## src/rtl/udp_shreg_pkg.sv

```systemverilog
//==============================================================================
// Package : udp_shreg_pkg
// Desc    : Shared types and default constants for the UDP shift-register arbiter.
// Rev     : 1.0 - initial release
//==============================================================================
`default_nettype none

package udp_shreg_pkg;

    localparam int c_DEF_DATA_WIDTH = 8;
    localparam int c_DEF_LATENCY    = 8;
    localparam int c_DEF_MAX_BEATS  = 1500;
    localparam int c_DEF_CNT_WIDTH  = 11;

    typedef enum logic [1:0] {
        IDLE = 2'd0,
        XFER = 2'd1,
        DROP = 2'd2
    } state_t;

    typedef struct packed {
        logic valid;
        logic last;
        logic src;
    } tag_t;

endpackage

`default_nettype wire

```

## src/rtl/udp_shreg_arbiter_if.sv

```systemverilog
//==============================================================================
// Interface : udp_shreg_arbiter_if
// Desc      : Requester streams, shift-register link and delayed output bundle.
// Rev       : 1.0 - initial release
//==============================================================================
`default_nettype none

interface udp_shreg_arbiter_if
    import udp_shreg_pkg::*;
#(
    parameter int DATA_WIDTH = c_DEF_DATA_WIDTH
);
    logic [DATA_WIDTH-1:0] s0_data;
    logic                  s0_valid;
    logic                  s0_last;
    logic                  s0_ready;
    logic [DATA_WIDTH-1:0] s1_data;
    logic                  s1_valid;
    logic                  s1_last;
    logic                  s1_ready;
    logic [DATA_WIDTH-1:0] sr_din;
    logic [DATA_WIDTH-1:0] sr_dout;
    logic [DATA_WIDTH-1:0] m_data;
    logic                  m_valid;
    logic                  m_last;
    logic                  m_src;

    // Arbiter side
    modport slave (
        input  s0_data, s0_valid, s0_last,
        input  s1_data, s1_valid, s1_last,
        input  sr_dout,
        output s0_ready, s1_ready, sr_din,
        output m_data, m_valid, m_last, m_src
    );

    // Requester / shift-register / sink side
    modport master (
        output s0_data, s0_valid, s0_last,
        output s1_data, s1_valid, s1_last,
        output sr_dout,
        input  s0_ready, s1_ready, sr_din,
        input  m_data, m_valid, m_last, m_src
    );

endinterface

`default_nettype wire

```

## src/rtl/udp_shreg_tag_pipe.sv

```systemverilog
//==============================================================================
// Module : udp_shreg_tag_pipe
// Desc   : LATENCY-deep {valid,last,src} delay line matching the data shift register.
// Rev    : 1.0 - initial release
//==============================================================================
`default_nettype none

module udp_shreg_tag_pipe
    import udp_shreg_pkg::*;
#(
    parameter int LATENCY = c_DEF_LATENCY
) (
    input  logic clk,
    input  logic rst,
    input  tag_t i_tag,
    output tag_t o_tag
);

    tag_t r_stage [LATENCY];

    always_ff @(posedge clk) begin
        if (rst) begin
            for (int i = 0; i < LATENCY; i++) begin
                r_stage[i] <= '0;
            end
        end else begin
            r_stage[0] <= i_tag;
            for (int i = 1; i < LATENCY; i++) begin
                r_stage[i] <= r_stage[i-1];
            end
        end
    end

    assign o_tag = r_stage[LATENCY-1];

endmodule

`default_nettype wire

```

## src/rtl/udp_shreg_arbiter.sv

```systemverilog
//==============================================================================
// Module : udp_shreg_arbiter
// Desc   : Frame-level round-robin arbiter feeding a shared fixed-latency shift register.
// Rev    : 1.0 - initial release
//==============================================================================
`default_nettype none

module udp_shreg_arbiter
    import udp_shreg_pkg::*;
#(
    parameter int DATA_WIDTH = c_DEF_DATA_WIDTH,
    parameter int LATENCY    = c_DEF_LATENCY,
    parameter int MAX_BEATS  = c_DEF_MAX_BEATS,
    parameter int CNT_WIDTH  = c_DEF_CNT_WIDTH
) (
    input  logic               clk,
    input  logic               rst,
    udp_shreg_arbiter_if.slave bus,
    output logic               busy,
    output logic               trunc_err
);

    localparam logic [CNT_WIDTH-1:0] c_MAX_BEATS = CNT_WIDTH'(MAX_BEATS);

    state_t                r_state, w_state_nxt;
    logic                  r_owner, w_owner_nxt;
    logic                  r_prio,  w_prio_nxt;
    logic [CNT_WIDTH-1:0]  r_beat_cnt, w_cnt_nxt;
    logic                  r_trunc, w_trunc_nxt;

    logic                  w_own_valid;
    logic                  w_own_last;
    logic [DATA_WIDTH-1:0] w_own_data;
    logic [CNT_WIDTH-1:0]  w_cnt_inc;
    logic                  w_at_max;
    logic                  w_ready0, w_ready1;
    logic [DATA_WIDTH-1:0] w_sr_din;
    tag_t                  w_tag_in, w_tag_out;

    assign w_own_valid = r_owner ? bus.s1_valid : bus.s0_valid;
    assign w_own_last  = r_owner ? bus.s1_last  : bus.s0_last;
    assign w_own_data  = r_owner ? bus.s1_data  : bus.s0_data;
    assign w_cnt_inc   = r_beat_cnt + 1'b1;
    assign w_at_max    = (w_cnt_inc == c_MAX_BEATS);

    always_ff @(posedge clk) begin
        if (rst) begin
            r_state    <= IDLE;
            r_owner    <= 1'b0;
            r_prio     <= 1'b0;
            r_beat_cnt <= '0;
            r_trunc    <= 1'b0;
        end else begin
            r_state    <= w_state_nxt;
            r_owner    <= w_owner_nxt;
            r_prio     <= w_prio_nxt;
            r_beat_cnt <= w_cnt_nxt;
            r_trunc    <= w_trunc_nxt;
        end
    end

    always_comb begin
        w_state_nxt = r_state;
        w_owner_nxt = r_owner;
        w_prio_nxt  = r_prio;
        w_cnt_nxt   = r_beat_cnt;
        w_trunc_nxt = 1'b0;
        w_ready0    = 1'b0;
        w_ready1    = 1'b0;
        w_sr_din    = '0;
        w_tag_in    = '0;
        case (r_state)
            IDLE: begin
                if (bus.s0_valid || bus.s1_valid) begin
                    w_owner_nxt = (bus.s0_valid && bus.s1_valid) ? r_prio : bus.s1_valid;
                    w_state_nxt = XFER;
                    w_cnt_nxt   = '0;
                end
            end
            XFER: begin
                w_ready0 = ~r_owner;
                w_ready1 = r_owner;
                if (w_own_valid) begin
                    w_cnt_nxt      = w_cnt_inc;
                    w_sr_din       = w_own_data;
                    w_tag_in.valid = 1'b1;
                    // A frame hitting the beat limit is closed early with a forced last
                    w_tag_in.last  = w_own_last | w_at_max;
                    w_tag_in.src   = r_owner;
                    if (w_own_last) begin
                        w_state_nxt = IDLE;
                        w_prio_nxt  = ~r_owner;
                    end else if (w_at_max) begin
                        w_state_nxt = DROP;
                        w_trunc_nxt = 1'b1;
                    end
                end
            end
            DROP: begin
                w_ready0 = ~r_owner;
                w_ready1 = r_owner;
                if (w_own_valid && w_own_last) begin
                    w_state_nxt = IDLE;
                    w_prio_nxt  = ~r_owner;
                end
            end
            default: begin
                w_state_nxt = IDLE;
            end
        endcase
    end

    udp_shreg_tag_pipe #(
        .LATENCY (LATENCY)
    ) u_tag_pipe (
        .clk   (clk),
        .rst   (rst),
        .i_tag (w_tag_in),
        .o_tag (w_tag_out)
    );

    assign bus.s0_ready = w_ready0;
    assign bus.s1_ready = w_ready1;
    assign bus.sr_din   = w_sr_din;
    assign bus.m_data   = bus.sr_dout;
    assign bus.m_valid  = w_tag_out.valid;
    assign bus.m_last   = w_tag_out.last;
    assign bus.m_src    = w_tag_out.src;
    assign busy         = (r_state != IDLE);
    assign trunc_err    = r_trunc;

endmodule

`default_nettype wire

```

## src/flat_wrapper.sv

```systemverilog
// flat-port wrapper written by rule: the top's interface ports become plain ports
module udp_shreg_arbiter_flat import udp_shreg_pkg::*;
#(
    parameter int DATA_WIDTH = c_DEF_DATA_WIDTH,
    parameter int LATENCY    = c_DEF_LATENCY,
    parameter int MAX_BEATS  = c_DEF_MAX_BEATS,
    parameter int CNT_WIDTH  = c_DEF_CNT_WIDTH
)
  (clk, rst, busy, trunc_err, bus_s0_data, bus_s0_valid, bus_s0_last, bus_s1_data, bus_s1_valid, bus_s1_last, bus_sr_dout, bus_s0_ready, bus_s1_ready, bus_sr_din, bus_m_data, bus_m_valid, bus_m_last, bus_m_src);
  udp_shreg_arbiter_if #(.DATA_WIDTH(DATA_WIDTH)) bus_i ();
  input  logic clk;
  input  logic rst;
  output logic busy;
  output logic trunc_err;
  input wire logic [$bits(bus_i.s0_data)-1:0] bus_s0_data;
  input wire logic [$bits(bus_i.s0_valid)-1:0] bus_s0_valid;
  input wire logic [$bits(bus_i.s0_last)-1:0] bus_s0_last;
  input wire logic [$bits(bus_i.s1_data)-1:0] bus_s1_data;
  input wire logic [$bits(bus_i.s1_valid)-1:0] bus_s1_valid;
  input wire logic [$bits(bus_i.s1_last)-1:0] bus_s1_last;
  input wire logic [$bits(bus_i.sr_dout)-1:0] bus_sr_dout;
  output wire logic [$bits(bus_i.s0_ready)-1:0] bus_s0_ready;
  output wire logic [$bits(bus_i.s1_ready)-1:0] bus_s1_ready;
  output wire logic [$bits(bus_i.sr_din)-1:0] bus_sr_din;
  output wire logic [$bits(bus_i.m_data)-1:0] bus_m_data;
  output wire logic [$bits(bus_i.m_valid)-1:0] bus_m_valid;
  output wire logic [$bits(bus_i.m_last)-1:0] bus_m_last;
  output wire logic [$bits(bus_i.m_src)-1:0] bus_m_src;
  assign bus_i.s0_data = bus_s0_data;
  assign bus_i.s0_valid = bus_s0_valid;
  assign bus_i.s0_last = bus_s0_last;
  assign bus_i.s1_data = bus_s1_data;
  assign bus_i.s1_valid = bus_s1_valid;
  assign bus_i.s1_last = bus_s1_last;
  assign bus_i.sr_dout = bus_sr_dout;
  assign bus_s0_ready = bus_i.s0_ready;
  assign bus_s1_ready = bus_i.s1_ready;
  assign bus_sr_din = bus_i.sr_din;
  assign bus_m_data = bus_i.m_data;
  assign bus_m_valid = bus_i.m_valid;
  assign bus_m_last = bus_i.m_last;
  assign bus_m_src = bus_i.m_src;
  udp_shreg_arbiter #(.DATA_WIDTH(DATA_WIDTH), .LATENCY(LATENCY), .MAX_BEATS(MAX_BEATS), .CNT_WIDTH(CNT_WIDTH)) u_core (.clk(clk), .rst(rst), .bus(bus_i), .busy(busy), .trunc_err(trunc_err));
endmodule
```

## config.mk

```make
export PLATFORM = sky130hd
export DESIGN_NAME = udp_shreg_arbiter_flat
export DESIGN_NICKNAME = d
export VERILOG_FILES = /design/src/rtl/udp_shreg_pkg.sv /design/src/rtl/udp_shreg_arbiter_if.sv /design/src/rtl/udp_shreg_tag_pipe.sv /design/src/rtl/udp_shreg_arbiter.sv /design/src/flat_wrapper.sv
export SDC_FILE = /design/constraint.sdc
export NUM_CORES = 1
export LEC_CHECK = 0
export ABC_AREA = 1
export CAP_MARGIN = 40
export CORE_UTILIZATION = 43
export DETAILED_ROUTE_END_ITERATION = 6
export MAX_ROUTING_LAYER = met4
export PLACE_DENSITY = 0.75
export RECOVER_POWER = 100
export SLEW_MARGIN = 20
export SYNTH_ARGS = -nofsm -noshare
export SYNTH_HDL_FRONTEND = slang
export SYNTH_SLANG_ARGS = --single-unit
```

## constraint.sdc

```tcl
create_clock -name clk -period 1.9 [get_ports clk]
set_clock_uncertainty 0.2 [all_clocks]
set_input_delay 0.57 -clock clk [delete_from_list [all_inputs] [get_ports clk]]
set_output_delay 0.57 -clock clk [all_outputs]
set_load 0.02 [all_outputs]
```

# Word-level counts from Yosys, hierarchy flattened
# Memory sizes are Yosys's and may differ from the RTL's.
# Index checks and enable logic that the tools add are counted.
[totals]
n_memories = 1
register_bits = 16
ramBits = 24
out_inout_bits = 23
elab_cells = 75
in_bits = 30
[memory_table]
columns = ["memory", "depth", "width", "read_ports", "rd_clocked_by_memory_dff", "wr", "line", "rtl"]
rows = [
  ["u_core.u_tag_pipe.r_stage", 8, 3, 8, 0, 8, "udp_shreg_tag_pipe.sv:19", "tag_t r_stage [LATENCY];"],
]
[classes]
eq_ne = 8
addsub = 1
n_bitwise = 12
n_reduce_logical = 13
mux = 35
[op_table]
columns = ["op", "n"]
rows = [
  ["3-bit two-way mux", 10],
  ["8-bit two-way mux", 3],
  ["11-bit two-way mux", 2],
  ["11-bit case mux with 2 select lines", 1],
  ["1-bit two-way mux", 12],
  ["11-bit by 1-bit adder with 11-bit output, second input constant", 1],
  ["11-bit equality test, second input constant", 1],
  ["2-bit two-way mux", 5],
  ["1-bit bitwise OR", 9],
  ["2-bit by 1-bit != test with 1-bit output, second input constant", 4],
  ["4-bit AND reduction", 2],
  ["2-bit case mux with 3 select lines", 1],
  ["2-bit nonzero test", 3],
  ["4-bit OR reduction", 1],
  ["3-bit by 1-bit != test with 1-bit output, second input constant", 1],
  ["1-bit NOT", 3],
  ["3-bit AND reduction", 1],
  ["2-bit by 1-bit equality test with 1-bit output, second input constant", 1],
  ["2-bit equality test, second input constant", 1],
  ["1-bit logical AND", 2],
  ["2-bit zero test", 1],
  ["1-bit case mux with 2 select lines", 1],
  ["2-bit AND reduction", 1],
  ["2-bit OR reduction", 1],
  ["1-bit logical OR", 1],
]

# Longest topological paths before layout
# Gate-level depths: netlist (run 1).
[depth]
word_depth = 6
ltp_mapped = 13
depth_no_buf = 13

# Hierarchy
# From an unflattened synthesis (run 1), not the netlist that was laid out.
[hier_totals]
cells_unflattened = 272
area_unflattened_um2 = 1890.6
[modules_own_cells]
columns = ["module", "cells_per_inst", "instances", "area_each_um2", "seq_area_each_um2"]
rows = [
  ["udp_shreg_arbiter", 198, 1, 1207.4, 320.3],
  ["udp_shreg_tag_pipe", 74, 1, 683.2, 480.5],
]

# Worst setup path after synthesis (run 1)
# OpenSTA, ideal clock, no wires.
[synth_path]
kind = "input port to output port"
start = "input port bus_s0_valid"
end = "output port bus_sr_din[0]"
arrival_ps = 1384
stages = 6
slack_ps = -254
required_time_ps = 1130
n_path_buf = 0
cell_sequence = "inv_2 > o21ai_2 > inv_2 > nor2_8 > inv_6 > a21oi_1"
[synth_via]
elab_chain_len = 3
[synth_lines]
columns = ["item", "line", "rtl"]
rows = [
  ["from (decl)", "flat_wrapper.sv:16", "input wire logic [$bits(bus_i.s0_valid)-1:0] bus_s0_valid;"],
  ["1-bit two-way mux", "udp_shreg_arbiter.sv:40", "assign w_own_valid = r_owner ? bus.s1_valid : bus.s0_valid;"],
  ["8-bit two-way mux", "udp_shreg_arbiter.sv:83", "if (w_own_valid) begin"],
  ["8-bit two-way mux", "udp_shreg_arbiter.sv:72", "case (r_state)"],
  ["to (decl)", "flat_wrapper.sv:24", "output wire logic [$bits(bus_i.sr_din)-1:0] bus_sr_din;"],
]
# No other way between the ends.

# Worst setup path after layout (run 1)
[layout_path]
start = "input port bus_s1_valid"
end = "output port bus_sr_din[6]"
[layout_via]
elab_chain_len = 3
[layout_lines]
columns = ["item", "line", "rtl"]
rows = [
  ["from (decl)", "flat_wrapper.sv:19", "input wire logic [$bits(bus_i.s1_valid)-1:0] bus_s1_valid;"],
  ["1-bit two-way mux", "udp_shreg_arbiter.sv:40", ""],
  ["8-bit two-way mux", "udp_shreg_arbiter.sv:83", ""],
  ["8-bit two-way mux", "udp_shreg_arbiter.sv:72", ""],
]
# No other way between the ends.

==> results of run 1 <==
-- sequential cells by signal, summed over array words and instances (netlist names) --
name	flops
u_core.r_beat_cnt	11
u_core.r_owner	1
u_core.r_prio	1
u_core.r_state	2
u_core.trunc_err	1
u_core.u_tag_pipe.r_stage	24
-- final timing paths --
| check | startpoint | to | slack, ns |
|---|---|---|---|
| max reg2reg | u_core.r_owner | u_core.r_prio | -0.01 |
| min | u_core.u_tag_pipe.r_stage[1][1] | u_core.u_tag_pipe.r_stage[1][4] | 0.20 |
| min reg2reg | u_core.u_tag_pipe.r_stage[1][1] | u_core.u_tag_pipe.r_stage[1][4] | 0.20 |
| max | bus_s1_valid | bus_sr_din[6] | -0.33 |
-- where the power goes --
group	leakage, nW	internal [mW]	total (mW)	switching, mW
Clock	0.0548	0.396	0.708	0.313
Combinational	0.811	0.821	1.65	0.826
Sequential	0.324	0.895	0.929	0.0338
Total	1.19	2.11	3.28	1.17
-- cells in the final DEF (no fill, tap or decap), types with 5 or more instances in the layout --
master           instances
nand2_1                 60
dfxtp_1                 37
inv_1                   36
nor2_1                  33
buf_4                   31
clkdlybuf4s50_1         19
buf_6                   17
nand3_1                 10
a21oi_1                 10
a21oi_4                  8
inv_2                    5
nand2_2                  5
clkbuf_8                 5
-- kinds of logic after synthesis --
group | Yosys count
adder cells (fa/ha/maj) | 4
flip-flops | 40
AND/OR/NAND/NOR | 122
buffers and inverters | 61
XOR/XNOR | 2
AO/OA/AOI/OAI | 35
-- worst reg2reg max path, stage by stage (launching register included) --
cell and delay, ns:
dfxtp_2 0.37, buf_4 0.22, clkinvlp_4 0.15, buf_4 0.16, nand2_1 0.05, nand2_1 0.05, buf_4 0.14, nor2_1 0.14
inv_1 0.08, nand3_1 0.10, o21ai_0 0.08, a21oi_1 0.12
-- through the flow --
| step | hold WS, ns | worst slack (ns) | utilization (%) |
|---|---|---|---|
| floorplan | 0.1883 | -0.09485 | - |
| finish | 0.2021 | -0.3326 | 69.38 |
| global route | 0.2203 | -0.3882 | 69.38 |
| detailed placement | 0.1946 | -1.273 | 61.71 |
| CTS | 0.2007 | -0.3505 | 67.45 |
| global placement | 0.1885 | -1.238 | 61.71 |
-- cells in the mapped netlist (2+ instances only) --
master	count	area, um^2
dfxtp_1	40	800.8
nand2_1	63	236.5
clkbuf_1	6	22.52
o21ai_0	5	25.02
nor2_2	2	12.51
buf_4	8	60.06
inv_2	3	11.26
a21oi_2	2	17.52
nand2_2	2	12.51
nor2_1	34	127.6
nand3_1	10	50.05
nor2_4	2	22.52
inv_1	43	161.4
ha_1	4	50.05
o211a_1	2	20.02
a21oi_1	20	100.1
nor2_8	2	40.04
-- repair_timing --
item	in CTS	in global routing
cloned	2	0
buffers inserted	10	4
endpoints found under the setup margin	32	25
pin swaps	6	7
gates resized for setup	92	19
-- cell type report --
type	count	area [um^2]
fillers	346	1269
multi-input cells	163	985.9
flip-flops and latches	40	804.5
repair buffers	73	680.7
inverters	47	210.2
clock buffers	5	68.82
well taps	50	62.56
clock inverters	3	46.29
repair inverters	2	16.27
-- routing by layer --
layer / routed length [um] / vias up
li1: - / 933
met1: 1809 / 780
met2: 2082 / 50
met3: 268 / 9
met4: 78 / 0
met5: 0 / -
==> results_dict.tcl, run 1 <==
set metrics [dict create \
    clock_path_buffers 2 \
    cp-end-kind "output port" \
    drive_above_1_share_pct 31.83 \
    route.antenna.remaining_nets 0 \
    synth.avg_cell_area_um2 7.232 \
    initial_core_util_pct 46.07 \
    portBuffers 36 \
    critPathLaunchType "input pin" \
    reg2reg_depth 11 \
    arrival_ns 1.46 \
    syn_area_um2 1909 \
    timing.final.ws_setup_ns -0.3326 \
    die_area_um2 4711 \
    clkLatencyLatePin_ns 0.29 \
    path_class "input pin to output port" \
    via_per_inst 4.627 \
    die_w_um 68.64 \
    peakVddDrop_mv 1.114 \
    tightest_slew_ns 0.2547 \
    crit_path_cell_trace "clkdlybuf4s15_2, nand2_2, o21ai_4, inv_2, nor2_8, inv_8, a21oi_4, buf_6" \
    ys_ff_latch 40 \
    period_share_pct 117.5 \
    core_area_um2 4144 \
    cp_slowest_stage_delay_ns 0.19 \
    gr-usage-met1_pct 21.64 \
    ys_warn_count 0 \
    drt_wl_total_um 4239 \
    synth_seq_area_share_pct 41.94 \
    cp.depth 8 \
    cts_num_sinks 40 \
    leakagePower_nw 1.190 \
    synth_edf_count 0 \
    post_dp_cell_area_um2 2557 \
    finalSetupViolCount 11 \
    netlist-cell-type-count 33 \
    max_freq_mhz 447.9 \
    nets 366 \
    synth.net_count 298 \
    met3_usage_pct 5.921 \
    violations "negative setup slack" \
    slowest_stage "clkdlybuf4s15_2" \
    busiest_layer "met2" \
    report.final.slew_viol_count 0 \
    grt_usage_pct 20.71 \
    grt_antenna_before_repair 0 \
    hold_buffers 0 \
    cts.root.buffer_cell "clkbuf_8" \
    cap_viol_max_count 0 \
    hold_depth 2 \
    grt_util_met2_pct 37.38 \
    cp_max_fo 5 \
    wl_per_cell_um 11.07 \
    min_path_type "flop to flop" \
    ys.flop_type "dfxtp_1" \
    ios 53 \
    final_cell_area_um2 2875 \
    drt_iter0_drc 87 \
    via_count 1772 \
    synth_top_family_by_area "simple AND/OR/NAND/NOR gates" \
    row_count 23 \
    dp_cells 360 \
    dp_hpwl_um 2932 \
    antennaDiodeCount 0 \
    maxSlewHeadroom_pct 82.89 \
    yosys.area_share.adder_pct 2.621 \
    cts_made_buffers 5 \
    hold_violations 0 \
    critPathBufInv 4 \
    power.total_mw 3.284 \
    path_clk_slew_ns 0.08 \
    synth-simple-area-share_pct 29.55 \
    area_growth_pct 50.59 \
    grt_max_degree 22 \
    crit_family "buffers and inverters" \
    die_h_um 68.64 \
    h-tree-depth 2 \
    synthCells 264 \
    cts_tree "built" \
    route.detailed.drc 0 \
    rsz0062_at_grt "yes" \
    synth_compound_gate_area_share_pct 11.14 \
    muxShareOfSynthArea_pct 0 \
    grt_pass1_wl_um 6969 \
    power_density_nw_per_um2 1142 \
    synthArstFlopShare_pct 0 \
    layout_min_cycle_time_ns 2.233 \
    crit_required_ns 1.13 \
    stdcell_count 383 \
    drtPass1Iterations 4 \
    first_global_vias 1642 \
    overflow 0 \
    setup_tns_ns -2.876 \
    synth-xor-area-share_pct 0.9174 \
    gp_congestion 0.8833 \
    status "finished, violations left" \
]
No activity file was read; power rests on OpenSTA's default activity.
==> run 2, diff against run 1 <==
ABC_CLOCK_PERIOD_IN_PS = 1900   (was default)
==> results of run 2 <==
The final DEF is identical to that of run 1; final timing and power are the same.
==> run 3, diff against run 2 <==
CTS_CLUSTER_DIAMETER = 40   (was default)
PLACE_DENSITY = default   (was 0.75)
PLACE_DENSITY_LB_ADDON = 0.25   (was default)
==> run 3 against run 2 <==
The run still ends with negative setup slack left. Critical path depth decreased by 4. Flip-flop and latch count is the same. Combinational power decreased by 8%. Largest power group unchanged.
==> results_dict.tcl, run 3 (same netlist as run 1, synthesis figures left out) <==
set metrics [dict create \
    setup_tns_ns -2.397 \
    drtPass1Iterations 6 \
    max_freq_mhz 461.6 \
    status "finished, violations left" \
    first_global_vias 1573 \
    power_density_nw_per_um2 1122 \
    wl_per_cell_um 10.27 \
    h-tree-depth 2 \
    finish.utilization_pct 68.09 \
    reg_top3 "u_core.u_tag_pipe.r_stage x24, u_core.r_beat_cnt x11, u_core.r_state x2" \
    violations "negative setup slack" \
    die_area_um2 4711 \
    clockPowerShare_pct 22.6 \
    drive_above_1_share_pct 31.12 \
    hold_violations 0 \
    crit_path_cell_trace "clkdlybuf4s50_1, nand2_1, a21oi_4, buf_6" \
    final_common_cell "nand2_1" \
    p_sw_mw 1.099 \
    leakagePower_nw 1.170 \
    largest_reg_flops 24 \
    cp-end-kind "output port" \
    tightest_slew_ns 0.4665 \
    finalSetupViolCount 10 \
    switching_share_pct 34.74 \
    grt_max_degree 15 \
    portBuffers 36 \
    drt_wl_total_um 3913 \
    maxSlewHeadroom_pct 68.90 \
    hold_buffers 0 \
    grt_usage_pct 18.79 \
    stdcell_count 381 \
    via_per_inst 4.583 \
    core_area_um2 4144 \
    area_growth_pct 47.77 \
    drt_iter0_drc 83 \
    cap_viol_max_count 0 \
    clock_path_buffers 2 \
    route.antenna.remaining_nets 0 \
    path_clk_slew_ns 0.07 \
    die_h_um 68.64 \
    clkLatencyLatePin_ns 0.30 \
    via_count 1746 \
    ios 53 \
    gp_congestion 0.8343 \
    cts_made_buffers 5 \
    cts_num_sinks 40 \
    peakVddDrop_mv 1.002 \
    nets 364 \
    timing.final.ws_setup_ns -0.2663 \
    intPower_mw 2.065 \
    min_path_type "flop to flop" \
    report.final.slew_viol_count 0 \
    period_share_pct 114.0 \
    rsz0062_at_grt "yes" \
    comb_power_share_pct 47.7 \
    cp_max_fo 1 \
    layout_min_cycle_time_ns 2.166 \
    grt_antenna_before_repair 0 \
    die_w_um 68.64 \
    power.total_mw 3.164 \
    route.detailed.drc 0 \
    seqPwrFrac_pct 29.7 \
    critPathLaunchType "input pin" \
    dp_hpwl_um 2971 \
    initial_core_util_pct 46.07 \
    cts_tree "built" \
    cts.root.buffer_cell "clkbuf_8" \
    post_dp_cell_area_um2 2590 \
    slowest_stage "clkdlybuf4s50_1" \
    top_register "u_core.u_tag_pipe.r_stage" \
    final_cell_area_um2 2821 \
    dp_cells 366 \
    overflow 0 \
    preCtsSetupSlack_ns -1.258 \
    antennaDiodeCount 0 \
    cp_slowest_stage_delay_ns 0.45 \
    crit_required_ns 1.13 \
    row_count 23 \
    grt_pass1_wl_um 6479 \
    fin_hold_ws_ns 0.2025 \
    path_class "input pin to output port" \
    arrival_ns 1.40 \
    final_cell_mix "59 x nand2_1, 37 x inv_1, 36 x dfxtp_1" \
]
-- run 3: cell count changes in the layout (fill, tap and decap cells not counted), sizes merged --
cell           before  now
inv                48   49
clkdlybuf4s50      19   18
buf                49   46
clkbuf              5    8
clkinvlp            3    1
dlygate4sd3         0    1
clkdlybuf4s15       1    0
-- run 3: critical path, delay by kind of cell --
family                 cells  cell delay (ns)
AOI/OAI and AO/OA          1             0.16
buffers and inverters      2             0.58
and+or+nand+nor            1             0.08
-- run 3: repair_timing --
action / 4_1_cts / 5_1_grt
cloned: 1 / 0
setup buffers: 5 / 1
resized for setup: 97 / 13
pin swaps: 4 / 5
setup endpoints to repair: 32 / 25
-- run 3: power groups by stage --
| stage | Combinational [mW] | Clock, mW | Sequential [mW] |
|---|---|---|---|
| 2_1_floorplan | 0.719 | 0 | 0.938 |
| 3_3_place_gp | 1.28 | 0 | 0.943 |
| 3_5_place_dp | 1.30 | 0 | 0.945 |
| 4_1_cts | 1.46 | 0.729 | 0.939 |
| 5_1_grt | 1.65 | 0.762 | 0.948 |
| 6_report | 1.51 | 0.714 | 0.940 |
-- run 3: metal layers --
metal	global-route usage [%]	up-vias	part of all wire, %
met2	31.99	45	48
met1	21.46	768	45
met5	-	-	0
met3	5.099	8	5.2
met4	5.469	0	1.0
li1	-	925	-
-- run 3: area by class of cell --
| cell class | instances | area (um^2) |
|---|---|---|
| Fill cell | 354 | 1323 |
| Multi-Input combinational cell | 163 | 983.4 |
| Sequential cell | 40 | 808.3 |
| Timing Repair Buffer | 72 | 639.4 |
| Inverter | 47 | 203.9 |
| Clock buffer | 5 | 68.82 |
| Tap cell | 50 | 62.56 |
| Clock inverter | 3 | 46.29 |
| Timing Repair inverter | 1 | 8.758 |
-- run 3: path summary, 6_finish.rpt --
check | endpoint | startpoint | cells past startpoint | slack, ns
max | bus_sr_din[7] | bus_s1_data[7] | 4 | -0.27
min | u_core.u_tag_pipe.r_stage[0][9] | u_core.u_tag_pipe.r_stage[0][6] | 2 | 0.20
max reg2reg | u_core.r_beat_cnt[7] | u_core.r_state[0] | 12 | 0.05
min reg2reg | u_core.u_tag_pipe.r_stage[0][9] | u_core.u_tag_pipe.r_stage[0][6] | 2 | 0.20
